===== src/rtl/seg_scan_pkg.sv =====
// Shared types and constants for the multiplexed seven-segment scan driver.
// Segment words are active-low, segment a at bit 0 through g at bit 6.
package seg_scan_pkg;

    typedef logic [6:0] seg7_t;

    localparam seg7_t SEG_BLANK = 7'h7F;

    // Entry n holds the glyph for hex value n (b and d in lowercase).
    localparam logic [15:0][6:0] HEX_FONT = {
        7'h0E, 7'h06, 7'h21, 7'h46,   // F E d C
        7'h03, 7'h08, 7'h10, 7'h00,   // b A 9 8
        7'h78, 7'h02, 7'h12, 7'h19,   // 7 6 5 4
        7'h30, 7'h24, 7'h79, 7'h40    // 3 2 1 0
    };

endpackage


===== src/rtl/seg_scan_driver_if.sv =====
// Host-side content/brightness controls plus the display pin bundle.
// The master is the host/board side; the slave is the scan driver.
interface seg_scan_driver_if
    import seg_scan_pkg::*;
#(
    parameter int unsigned NUM_DIGITS = 4,
    parameter int unsigned PWM_BITS   = 4
);

    logic [4*NUM_DIGITS-1:0] digits;
    logic [NUM_DIGITS-1:0]   dp;
    logic [NUM_DIGITS-1:0]   blink_mask;
    logic                    blank_lz;
    logic [PWM_BITS-1:0]     brightness;
    logic                    update;

    seg7_t                   seg;
    logic                    dp_n;
    logic [NUM_DIGITS-1:0]   an;
    logic                    frame_done;

    modport master (
        output digits, dp, blink_mask, blank_lz, brightness, update,
        input  seg, dp_n, an, frame_done
    );

    modport slave (
        input  digits, dp, blink_mask, blank_lz, brightness, update,
        output seg, dp_n, an, frame_done
    );

endinterface


===== src/rtl/seg_hex_decode.sv =====
// Combinational hex nibble to active-low seven-segment glyph.
module seg_hex_decode
    import seg_scan_pkg::*;
(
    input  logic [3:0] nibble,
    output seg7_t      seg_c
);

    assign seg_c = HEX_FONT[nibble];

endmodule


===== src/rtl/seg_scan_driver.sv =====
// Time-multiplexed seven-segment driver: digit scan with dead time, PWM dimming,
// frame-synchronous content updates, leading-zero blanking and blinking.
module seg_scan_driver
    import seg_scan_pkg::*;
#(
    parameter int unsigned NUM_DIGITS   = 4,
    parameter int unsigned SCAN_DIV     = 100000,
    parameter int unsigned PWM_BITS     = 4,
    parameter int unsigned BLINK_FRAMES = 125
) (
    input logic              clk,
    input logic              rst_n,
    seg_scan_driver_if.slave bus
);

    localparam int unsigned IDX_W = (NUM_DIGITS > 1) ? $clog2(NUM_DIGITS) : 1;
    localparam int unsigned PRE_W = $clog2(SCAN_DIV);
    localparam int unsigned BLK_W = (BLINK_FRAMES > 1) ? $clog2(BLINK_FRAMES) : 1;

    localparam logic [PRE_W-1:0]    PRE_LAST = PRE_W'(SCAN_DIV - 1);
    localparam logic [IDX_W-1:0]    IDX_LAST = IDX_W'(NUM_DIGITS - 1);
    localparam logic [BLK_W-1:0]    BLK_LAST = BLK_W'(BLINK_FRAMES - 1);
    localparam logic [PWM_BITS-1:0] PWM_FULL = '1;

    // Scan timing state
    logic [PRE_W-1:0]    presc;
    logic [IDX_W-1:0]    idx;
    logic [PWM_BITS-1:0] pwm_cnt;
    logic [BLK_W-1:0]    blink_cnt;
    logic                blink_phase;

    // Host-written shadow copy and the frame-stable active copy
    logic [NUM_DIGITS-1:0][3:0] shadow_digits;
    logic [NUM_DIGITS-1:0]      shadow_dp;
    logic [NUM_DIGITS-1:0]      shadow_blink;
    logic                       shadow_blank_lz;
    logic                       pending;

    logic [NUM_DIGITS-1:0][3:0] act_digits;
    logic [NUM_DIGITS-1:0]      act_dp;
    logic [NUM_DIGITS-1:0]      act_blink;
    logic                       act_blank_lz;

    // Registered pins
    seg7_t                 seg_q;
    logic                  dp_n_q;
    logic [NUM_DIGITS-1:0] an_q;
    logic                  frame_done_q;

    // Combinational helpers
    logic                  slot_end_c;
    logic                  frame_end_c;
    logic                  pwm_on_c;
    logic                  zero_run_c;
    logic [NUM_DIGITS-1:0] lz_blank_c;
    logic [3:0]            sel_nibble_c;
    seg7_t                 dec_seg_c;
    seg7_t                 seg_c;
    logic                  dp_n_c;
    logic [NUM_DIGITS-1:0] an_c;

    assign slot_end_c  = (presc == PRE_LAST);
    assign frame_end_c = slot_end_c && (idx == IDX_LAST);
    assign pwm_on_c    = (bus.brightness == PWM_FULL) || (pwm_cnt < bus.brightness);

    // Prescaler, digit index, PWM and blink timebase
    always_ff @(posedge clk or negedge rst_n) begin
        if (!rst_n) begin
            presc        <= '0;
            idx          <= '0;
            pwm_cnt      <= '0;
            blink_cnt    <= '0;
            blink_phase  <= 1'b0;
            frame_done_q <= 1'b0;
        end else begin
            pwm_cnt      <= pwm_cnt + 1'b1;
            frame_done_q <= frame_end_c;
            if (slot_end_c) begin
                presc <= '0;
                idx   <= frame_end_c ? '0 : idx + 1'b1;
            end else begin
                presc <= presc + 1'b1;
            end
            if (frame_end_c) begin
                if (blink_cnt == BLK_LAST) begin
                    blink_cnt   <= '0;
                    blink_phase <= ~blink_phase;
                end else begin
                    blink_cnt <= blink_cnt + 1'b1;
                end
            end
        end
    end

    // Content moves shadow -> active only on the frame-end edge; an update
    // sampled on that same edge stays pending for the following frame.
    always_ff @(posedge clk or negedge rst_n) begin
        if (!rst_n) begin
            shadow_digits   <= '0;
            shadow_dp       <= '0;
            shadow_blink    <= '0;
            shadow_blank_lz <= 1'b0;
            pending         <= 1'b0;
            act_digits      <= '0;
            act_dp          <= '0;
            act_blink       <= '0;
            act_blank_lz    <= 1'b0;
        end else begin
            if (bus.update) begin
                shadow_digits   <= bus.digits;
                shadow_dp       <= bus.dp;
                shadow_blink    <= bus.blink_mask;
                shadow_blank_lz <= bus.blank_lz;
            end
            if (frame_end_c && pending) begin
                act_digits   <= shadow_digits;
                act_dp       <= shadow_dp;
                act_blink    <= shadow_blink;
                act_blank_lz <= shadow_blank_lz;
            end
            pending <= (frame_end_c ? 1'b0 : pending) | bus.update;
        end
    end

    // A digit is suppressed when it and every digit to its left are zero
    always_comb begin
        lz_blank_c = '0;
        zero_run_c = act_blank_lz;
        for (int i = int'(NUM_DIGITS) - 1; i >= 1; i--) begin
            zero_run_c    = zero_run_c && (act_digits[i] == 4'h0);
            lz_blank_c[i] = zero_run_c;
        end
    end

    assign sel_nibble_c = act_digits[idx];

    seg_hex_decode u_decode (
        .nibble (sel_nibble_c),
        .seg_c  (dec_seg_c)
    );

    // Next pin values for the currently scanned digit
    always_comb begin
        seg_c  = dec_seg_c;
        dp_n_c = ~act_dp[idx];
        an_c   = '1;
        if (lz_blank_c[idx]) begin
            seg_c = SEG_BLANK;
        end
        if (blink_phase && act_blink[idx]) begin
            seg_c  = SEG_BLANK;
            dp_n_c = 1'b1;
        end
        if ((presc != '0) && pwm_on_c) begin
            an_c[idx] = 1'b0;
        end
    end

    always_ff @(posedge clk or negedge rst_n) begin
        if (!rst_n) begin
            seg_q  <= SEG_BLANK;
            dp_n_q <= 1'b1;
            an_q   <= '1;
        end else begin
            seg_q  <= seg_c;
            dp_n_q <= dp_n_c;
            an_q   <= an_c;
        end
    end

    assign bus.seg        = seg_q;
    assign bus.dp_n       = dp_n_q;
    assign bus.an         = an_q;
    assign bus.frame_done = frame_done_q;

endmodule


===== src/flat_wrapper.sv =====
// flat-port wrapper written by rule: the top's interface ports become plain ports
module seg_scan_driver_flat import seg_scan_pkg::*;
#(
    parameter int unsigned NUM_DIGITS   = 4,
    parameter int unsigned SCAN_DIV     = 100000,
    parameter int unsigned PWM_BITS     = 4,
    parameter int unsigned BLINK_FRAMES = 125
)
  (clk, rst_n, bus_digits, bus_dp, bus_blink_mask, bus_blank_lz, bus_brightness, bus_update, bus_seg, bus_dp_n, bus_an, bus_frame_done);
  seg_scan_driver_if #(.NUM_DIGITS(NUM_DIGITS), .PWM_BITS(PWM_BITS)) bus_i ();
  input logic clk;
  input logic rst_n;
  input wire logic [$bits(bus_i.digits)-1:0] bus_digits;
  input wire logic [$bits(bus_i.dp)-1:0] bus_dp;
  input wire logic [$bits(bus_i.blink_mask)-1:0] bus_blink_mask;
  input wire logic [$bits(bus_i.blank_lz)-1:0] bus_blank_lz;
  input wire logic [$bits(bus_i.brightness)-1:0] bus_brightness;
  input wire logic [$bits(bus_i.update)-1:0] bus_update;
  output wire logic [$bits(bus_i.seg)-1:0] bus_seg;
  output wire logic [$bits(bus_i.dp_n)-1:0] bus_dp_n;
  output wire logic [$bits(bus_i.an)-1:0] bus_an;
  output wire logic [$bits(bus_i.frame_done)-1:0] bus_frame_done;
  assign bus_i.digits = bus_digits;
  assign bus_i.dp = bus_dp;
  assign bus_i.blink_mask = bus_blink_mask;
  assign bus_i.blank_lz = bus_blank_lz;
  assign bus_i.brightness = bus_brightness;
  assign bus_i.update = bus_update;
  assign bus_seg = bus_i.seg;
  assign bus_dp_n = bus_i.dp_n;
  assign bus_an = bus_i.an;
  assign bus_frame_done = bus_i.frame_done;
  seg_scan_driver #(.NUM_DIGITS(NUM_DIGITS), .SCAN_DIV(SCAN_DIV), .PWM_BITS(PWM_BITS), .BLINK_FRAMES(BLINK_FRAMES)) u_core (.clk(clk), .rst_n(rst_n), .bus(bus_i));
endmodule

===== config.mk =====
export PLATFORM = sky130hd
export DESIGN_NAME = seg_scan_driver_flat
export DESIGN_NICKNAME = d
export VERILOG_FILES = /design/src/rtl/seg_scan_pkg.sv /design/src/rtl/seg_scan_driver_if.sv /design/src/rtl/seg_hex_decode.sv /design/src/rtl/seg_scan_driver.sv /design/src/flat_wrapper.sv
export SDC_FILE = /design/constraint.sdc
export NUM_CORES = 1
export LEC_CHECK = 0
export ABC_AREA = 1
export CAP_MARGIN = 20
export CORE_ASPECT_RATIO = 1.1
export CORE_MARGIN = 5
export CORE_UTILIZATION = 45
export CTS_BUF_LIST = sky130_fd_sc_hd__clkbuf_8
export CTS_CLUSTER_DIAMETER = 80
export CTS_CLUSTER_SIZE = 10
export DETAILED_ROUTE_END_ITERATION = 10
export SYNTH_ARGS = -nofsm -noshare
export SYNTH_HDL_FRONTEND = slang
export SYNTH_HIERARCHICAL = 1
export SYNTH_SLANG_ARGS = --single-unit

===== constraint.sdc =====
create_clock -name clk -period 2.6 [get_ports clk]
set_clock_uncertainty 0.05 [all_clocks]
set_input_delay 0.52 -clock clk [delete_from_list [all_inputs] [get_ports clk]]
set_output_delay 0.52 -clock clk [all_outputs]
set_load 0.02 [all_outputs]

After elaboration in Yosys (flattened, before gate mapping):

Memories as Yosys holds them, arrays and structs flattened.
Index checks and enable logic that the tools add are counted.

* bits in latches: 0
* RAM bits: 0
* input port bits: 32
* memory bits (read-only): 112
* bits in registers: 95
* memories kept: 1
* logic and storage cells: 74
* output and inout bits: 13

* multiplexer cells: 19
* bitwise gates (word level): 4
* add/sub/neg operators: 4
* multipliers: 0
* reduce and logical (&&, ||, !) cells: 14
* magnitude comparators: 4
* equal/unequal tests: 4
* shifts and indexed selects: 0
* div/mod/pow operators: 0

Memories
* (no name shown): depth 16, bits a word 7, read ports 1, clocked after memory_dff 0, wr ports 0, RTL line seg_hex_decode.sv:9 `assign seg_c = HEX_FONT[nibble];`

Operators with widths (number)
* $mux 7: 4
* $add 17x1->17 const B: 1
* $eq 17x17->1 const B: 1
* $mux 17: 1
* $reduce_bool 17->1: 1
* $logic_not 4->1: 3
* $bmux 4 s2: 1
* $logic_and 1x1->1: 8
* $mux 4: 2
* $add 7x1->7 const B: 1
* $eq 7x7->1 const B: 1
* $bmux 1 s2: 3
* $mux 1: 6
* $lt 4x5->1 const B: 1
* $add 4x1->4 const B: 1
* $eq 4x4->1 const B: 1
* $lt 4x4->1: 1
* $not 4->4: 1
* $lt 2x3->1 const B: 1
* $add 2x1->2 const B: 1
* $demux 1 s2: 1
* $eq 2x2->1 const B: 1
* $ge 2x1->1 const B: 1
* $mux 2: 1
* 4 further kinds: 5

Depth between registers and ports, before layout:

* depth after elaboration: 8
* mapped depth: 12
* gate-level depth less buffers: 11

Hierarchy:

The synthesis kept the hierarchy.

Modules (own cells, without submodules)
* seg_scan_driver: seq. area each 2392.3 um^2, times used 1, area each 4828.4 um^2, cells an instance 603
* seg_hex_decode: seq. area each 0.0 um^2, times used 1, area each 274.0 um^2, cells an instance 49

Worst setup path after synthesis:

Ideal clock, no wire load.

* path type: reg2reg
* from: reg u_core.idx[0]
* to: reg u_core.seg_q[3], in the netlist u_core/bus.seg[3]
* clock period less this slack: 2.108 ns
* data arrival time: 1.969 ns
* cell stages (with the launch flop): 12
* path buffers: 1
* setup slack: 0.492 ns
* setup time: 0.089 ns
* data required time: 2.461 ns
* cell sequence: dfrtp_1 > inv_1 > buf_1 > o21ai_0 > a21oi_1 > a21oi_1 > inv_1 > ha_1 > nand2_1 > nand3_1 > nand2_1 > nand3b_1

* longest elaborated chain between the ends: 6
* elaborated cells between the ends (all ways): 11
* classes of those cells: mux: 9; reduce/logical: 1; memory: 1

RTL lines
* start: declaration: RTL line seg_scan_driver.sv:27 `logic [IDX_W-1:0] idx;`
* start signal: assignment: RTL line seg_scan_driver.sv:80 `idx <= frame_end_c ? '0 : idx + 1'b1;`
* $bmux 4 s2: RTL line seg_scan_driver.sv:135 `assign sel_nibble_c = act_digits[idx];`
* $mux 4 (implied by the code): RTL line seg_scan_driver.sv:135
* named net u_core.sel_nibble_c[0]: RTL line seg_scan_driver.sv:56 `logic [3:0] sel_nibble_c;`
* $mem_v2 16x7
* $mux 7 (implied by the code): RTL line seg_hex_decode.sv:9
* named net u_core.dec_seg_c[3]: RTL line seg_scan_driver.sv:57 `seg7_t dec_seg_c;`
* $mux 7: RTL line seg_scan_driver.sv:147 `if (lz_blank_c[idx]) begin`
* $mux 7: RTL line seg_scan_driver.sv:150 `if (blink_phase && act_blink[idx]) begin`
* named net u_core.seg_c[3]: RTL line seg_scan_driver.sv:58 `seg7_t seg_c;`
* end signal: assignment: RTL line seg_scan_driver.sv:165 `seg_q <= seg_c;`
* end: declaration: RTL line seg_scan_driver.sv:45 `seg7_t seg_q;`

The timed path passes the listed nets, and every way through them passes these cells. The select of a mux whose other input is x is not followed.
A chain may end at the register's enable or synchronous reset.

Worst setup path in the final report:

* from: reg u_core.idx[1]
* to: reg u_core.seg_q[3], in the netlist u_core/bus.seg[3]

The elaborated chain is that of the path after synthesis.

==> metrics.json <==
{
  "outcome": {
    "outcome": "completed"
  },
  "layout": {
    "area.sequential_um2": 2392,
    "net_count_reported_at_finish": 742,
    "area_of_the_multi_input_gates_um2": 2087,
    "antennaDiodeCount": 0,
    "fillers": 1106,
    "finish.instance_area_um2": 5846,
    "layout-drive-gt1-share_pct": 8.921,
    "area_overhead_vs_synth_pct": 14.57
  },
  "routing": {
    "drtPass1Iterations": 4,
    "routed_via_density": 4.867,
    "drc_errors": 0,
    "ant_nets": 0,
    "wire_per_inst_um": 12.75,
    "detailed_route_via_count": 4098,
    "drt_first_iter_violations": 277,
    "routed_wire_length_mm": 10.73
  },
  "clock_tree": {
    "tritoncts_clock_tree": "done",
    "ctsRootBufferMaster": "sky130_fd_sc_hd__clkbuf_8",
    "clk_pin_slew_worst_paths_ns": 0.09,
    "worst_skew_pair.late_latency_ns": 0.36,
    "post_cts.repair.setup_buffers": 0,
    "cts_hold_buf": 0,
    "cts.htree.levels": 3,
    "cts_resized": 0,
    "cts_inserted_buffers": 9,
    "ctsLongestPathBuffers": 2,
    "clkSinkCount": 95
  },
  "setup_path": {
    "r2r_start": "u_core/idx[1]",
    "cp.arrival_ns": 2.48,
    "timing.critical_path.from": "u_core/idx[1]",
    "startpoint_type": "flip-flop",
    "worstPathRequired_ns": 2.83,
    "crit_path_max_incr_delay_ns": 0.47,
    "worst_r2r_path_depth": 10,
    "setup_crit_end": "u_core/bus.seg[3]",
    "critical_path.slowest_cell": "sky130_fd_sc_hd__dfrtp_1",
    "worst_r2r_endpoint": "u_core/bus.seg[3]",
    "reg2reg_setup_slack_ns": 0.35,
    "timing.critical_path.cells": "inv_1 > o21ai_0 > a21oi_1 > a21oi_1 > inv_1 > ha_1 > nand2_1 > nand3_1 > nand2_1 > nand3b_1",
    "critPathCaptureType": "flip-flop",
    "worst-setup-path-type": "reg -> reg",
    "path_max_fanout": 13
  },
  "placed_design": {
    "dp_worst_slack_ns": 0.2241,
    "finalWeightedCongestion": 0.8687,
    "hpwl_mm": 7.791,
    "place.port_buffers": 44,
    "placed_cell_area_um2": 5643
  },
  "timing": {
    "max_clock_freq_mhz": 444.1,
    "slew_violations": 0,
    "pnr_worst_setup_slack_ns": 0.3481,
    "timing.final.setup_violations": 0,
    "final_period_minus_worst_setup_slack_ns": 2.252,
    "tightestPinTransition_ns": 0.7224,
    "period_share_pct": 86.61,
    "totalNegativeSetupSlack_ns": 0,
    "slew_headroom_pct": 51.84,
    "finalHoldViolations": 0,
    "rsz_0062_raised_after_global_routing": "no"
  },
  "synth": {
    "mappedNetlistNets": 703,
    "synthArstFlopShare_pct": 100.0,
    "post_synth.cell_area_avg_um2": 7.826,
    "synth-seq-cells": 95,
    "post_synth_inst_count": 652,
    "synth-main-ff-cell": "sky130_fd_sc_hd__dfrtp_1",
    "post_synth_instance_area_um2": 5102,
    "synth_top_area_share_pct": 40.71,
    "post-synth-top-area-cell": "sky130_fd_sc_hd__dfrtp_1",
    "synth.yosys.seq_area_share_pct": 46.89,
    "ys_warn_count": 6,
    "synth-edff-count": 0,
    "netlist_top_cells_area": "sky130_fd_sc_hd__dfrtp_1, sky130_fd_sc_hd__nand2_1, sky130_fd_sc_hd__inv_1, sky130_fd_sc_hd__dfstp_2, sky130_fd_sc_hd__ha_1",
    "synth_unique_cells": 32
  },
  "global_routing": {
    "grt_pass1_vias": 4089,
    "grt_total_ovfl": 0,
    "grt_pass1_wl_mm": 18.86,
    "grt_antenna_before_repair": 0,
    "gr-usage-all-layers_pct": 16.87,
    "maximum_number_of_pins_on_one_net_before_global_route_repair": 56
  },
  "power": {
    "cellPowerDensity_nw_per_um2": 453.3,
    "cellLeakagePower_uw": 0.003120,
    "irDropWorstVdd_v": 0.0003094
  },
  "flow_run": {
    "drv.max_cap_violation_count": 0
  },
  "floorplanning": {
    "die_w_um": 111.5,
    "start_util_pct": 46.34,
    "number_of_top_level_design_ports": 45,
    "dieArea_um2": 13570,
    "placementRows": 40,
    "design.core.area_um2": 11010,
    "die_height_um": 121.7
  },
  "min_path": {
    "hp-class": "in -> async"
  }
}
per-stage QoR:
stage	hold WS, ns	power [uW]	std cells	util [%]
after CTS	0.09054	2696	841	53.05
final	0.07574	2650	842	53.09
after floorplan	0.1744	1598	652	-
after global placement	0.4102	1689	826	51.25
after detailed placement	0.4282	1695	826	51.25
after global routing	0.1149	2779	842	53.09
cells in the mapped netlist, drive strengths merged, types with 6 or more instances:
| library cell | number |
|---|---|
| nand2 | 173 |
| inv | 126 |
| dfrtp | 83 |
| o21ai | 51 |
| nor2 | 41 |
| nand4 | 36 |
| nand3 | 34 |
| a21oi | 23 |
| ha | 19 |
| buf | 16 |
| dfstp | 12 |
| nor3 | 10 |
| clkbuf | 8 |
| nand3b | 8 |
| xor2 | 6 |
area by class of cell:
cell class                 count  area share (%)
inverter                     127           8.155
tap                          147           3.146
clock inverter                 4          0.7920
sequential                    95           40.92
timing repair buffer          52           8.690
multi-input combinational    406           35.70
clock buffer                  11           2.590
worst max-delay path: cells and delay by family, from the launching register on:
kind / cells / cell delay, ns
DFF: 1 / 0.47
and+or+nand+nor: 4 / 0.35
AOI/OAI and AO/OA: 3 / 0.54
adders and majority gates: 1 / 0.36
buffers and inverters: 2 / 0.42
layer usage:
metal | vias up | global-route usage [%] | part of all wire (%)
met4 | 0 | 6.160 | 1.5
met3 | 12 | 3.428 | 3.7
li1 | 2108 | - | -
met1 | 1900 | 21.76 | 47
met5 | - | 0 | 0
met2 | 78 | 28.24 | 47
cells by family (layout without fill, tap and decap cells):
group                    after synthesis  after routing  synth area share (%)
buffers and inverters                151            194                 12.21
XOR/XNOR                               8              8                 1.373
adder cells (fa/ha/maj)               19             19                 4.659
flip-flops                            95             95                 46.89
AND/OR/NAND/NOR                      303            303                 27.27
AO/OA/AOI/OAI                         76             76                 7.602
sequential cells by signal, summed over array words and instances (netlist names), 4 cells and up:
signal	cells
u_core/act_blink	4
u_core/act_digits	16
u_core/act_dp	4
u_core/blink_cnt	7
u_core/bus.an	4
u_core/bus.seg	7
u_core/presc	17
u_core/pwm_cnt	4
u_core/shadow_blink	4
u_core/shadow_digits	16
u_core/shadow_dp	4
worst min-delay path by stage:
stage / end / start / slack (ns) / depth (start not counted)
2_1_floorplan: u_core/act_blank_lz / rst_n / 0.17 / 0
3_3_place_gp: u_core/pwm_cnt[0] / u_core/pwm_cnt[0] / 0.41 / 1
3_5_place_dp: u_core/pwm_cnt[0] / u_core/pwm_cnt[0] / 0.43 / 1
4_1_cts: u_core/presc[9] / rst_n / 0.09 / 1
5_1_grt: u_core/presc[9] / rst_n / 0.11 / 1
6_report: u_core/presc[9] / rst_n / 0.08 / 1
placed cells by master, fill, tap and decap left out, drive strengths merged:
cell           synthesis  routed
nand2                173     173
inv                  126     127
dfrtp                 83      83
o21ai                 51      51
clkdlybuf4s50          0      43
nor2                  41      41
nand4                 36      36
nand3                 34      34
a21oi                 23      23
ha                    19      19
dfstp                 12      12
clkbuf                 8      11
nor3                  10      10
buf                   16       9
nand3b                 8       8
xor2                   6       6
xnor2                  2       2
clkinv                 1       2
clkinvlp               0       1
bufinv                 0       1
a31oi                  1       1
o21bai                 1       1
or2                    1       1
report_power, final:
part | switching [uW] | internal, uW
Clock | 502 | 487
Combinational | 77.6 | 62.6
Sequential | 8.50 | 1510
Power figures use the tool's default switching activity.
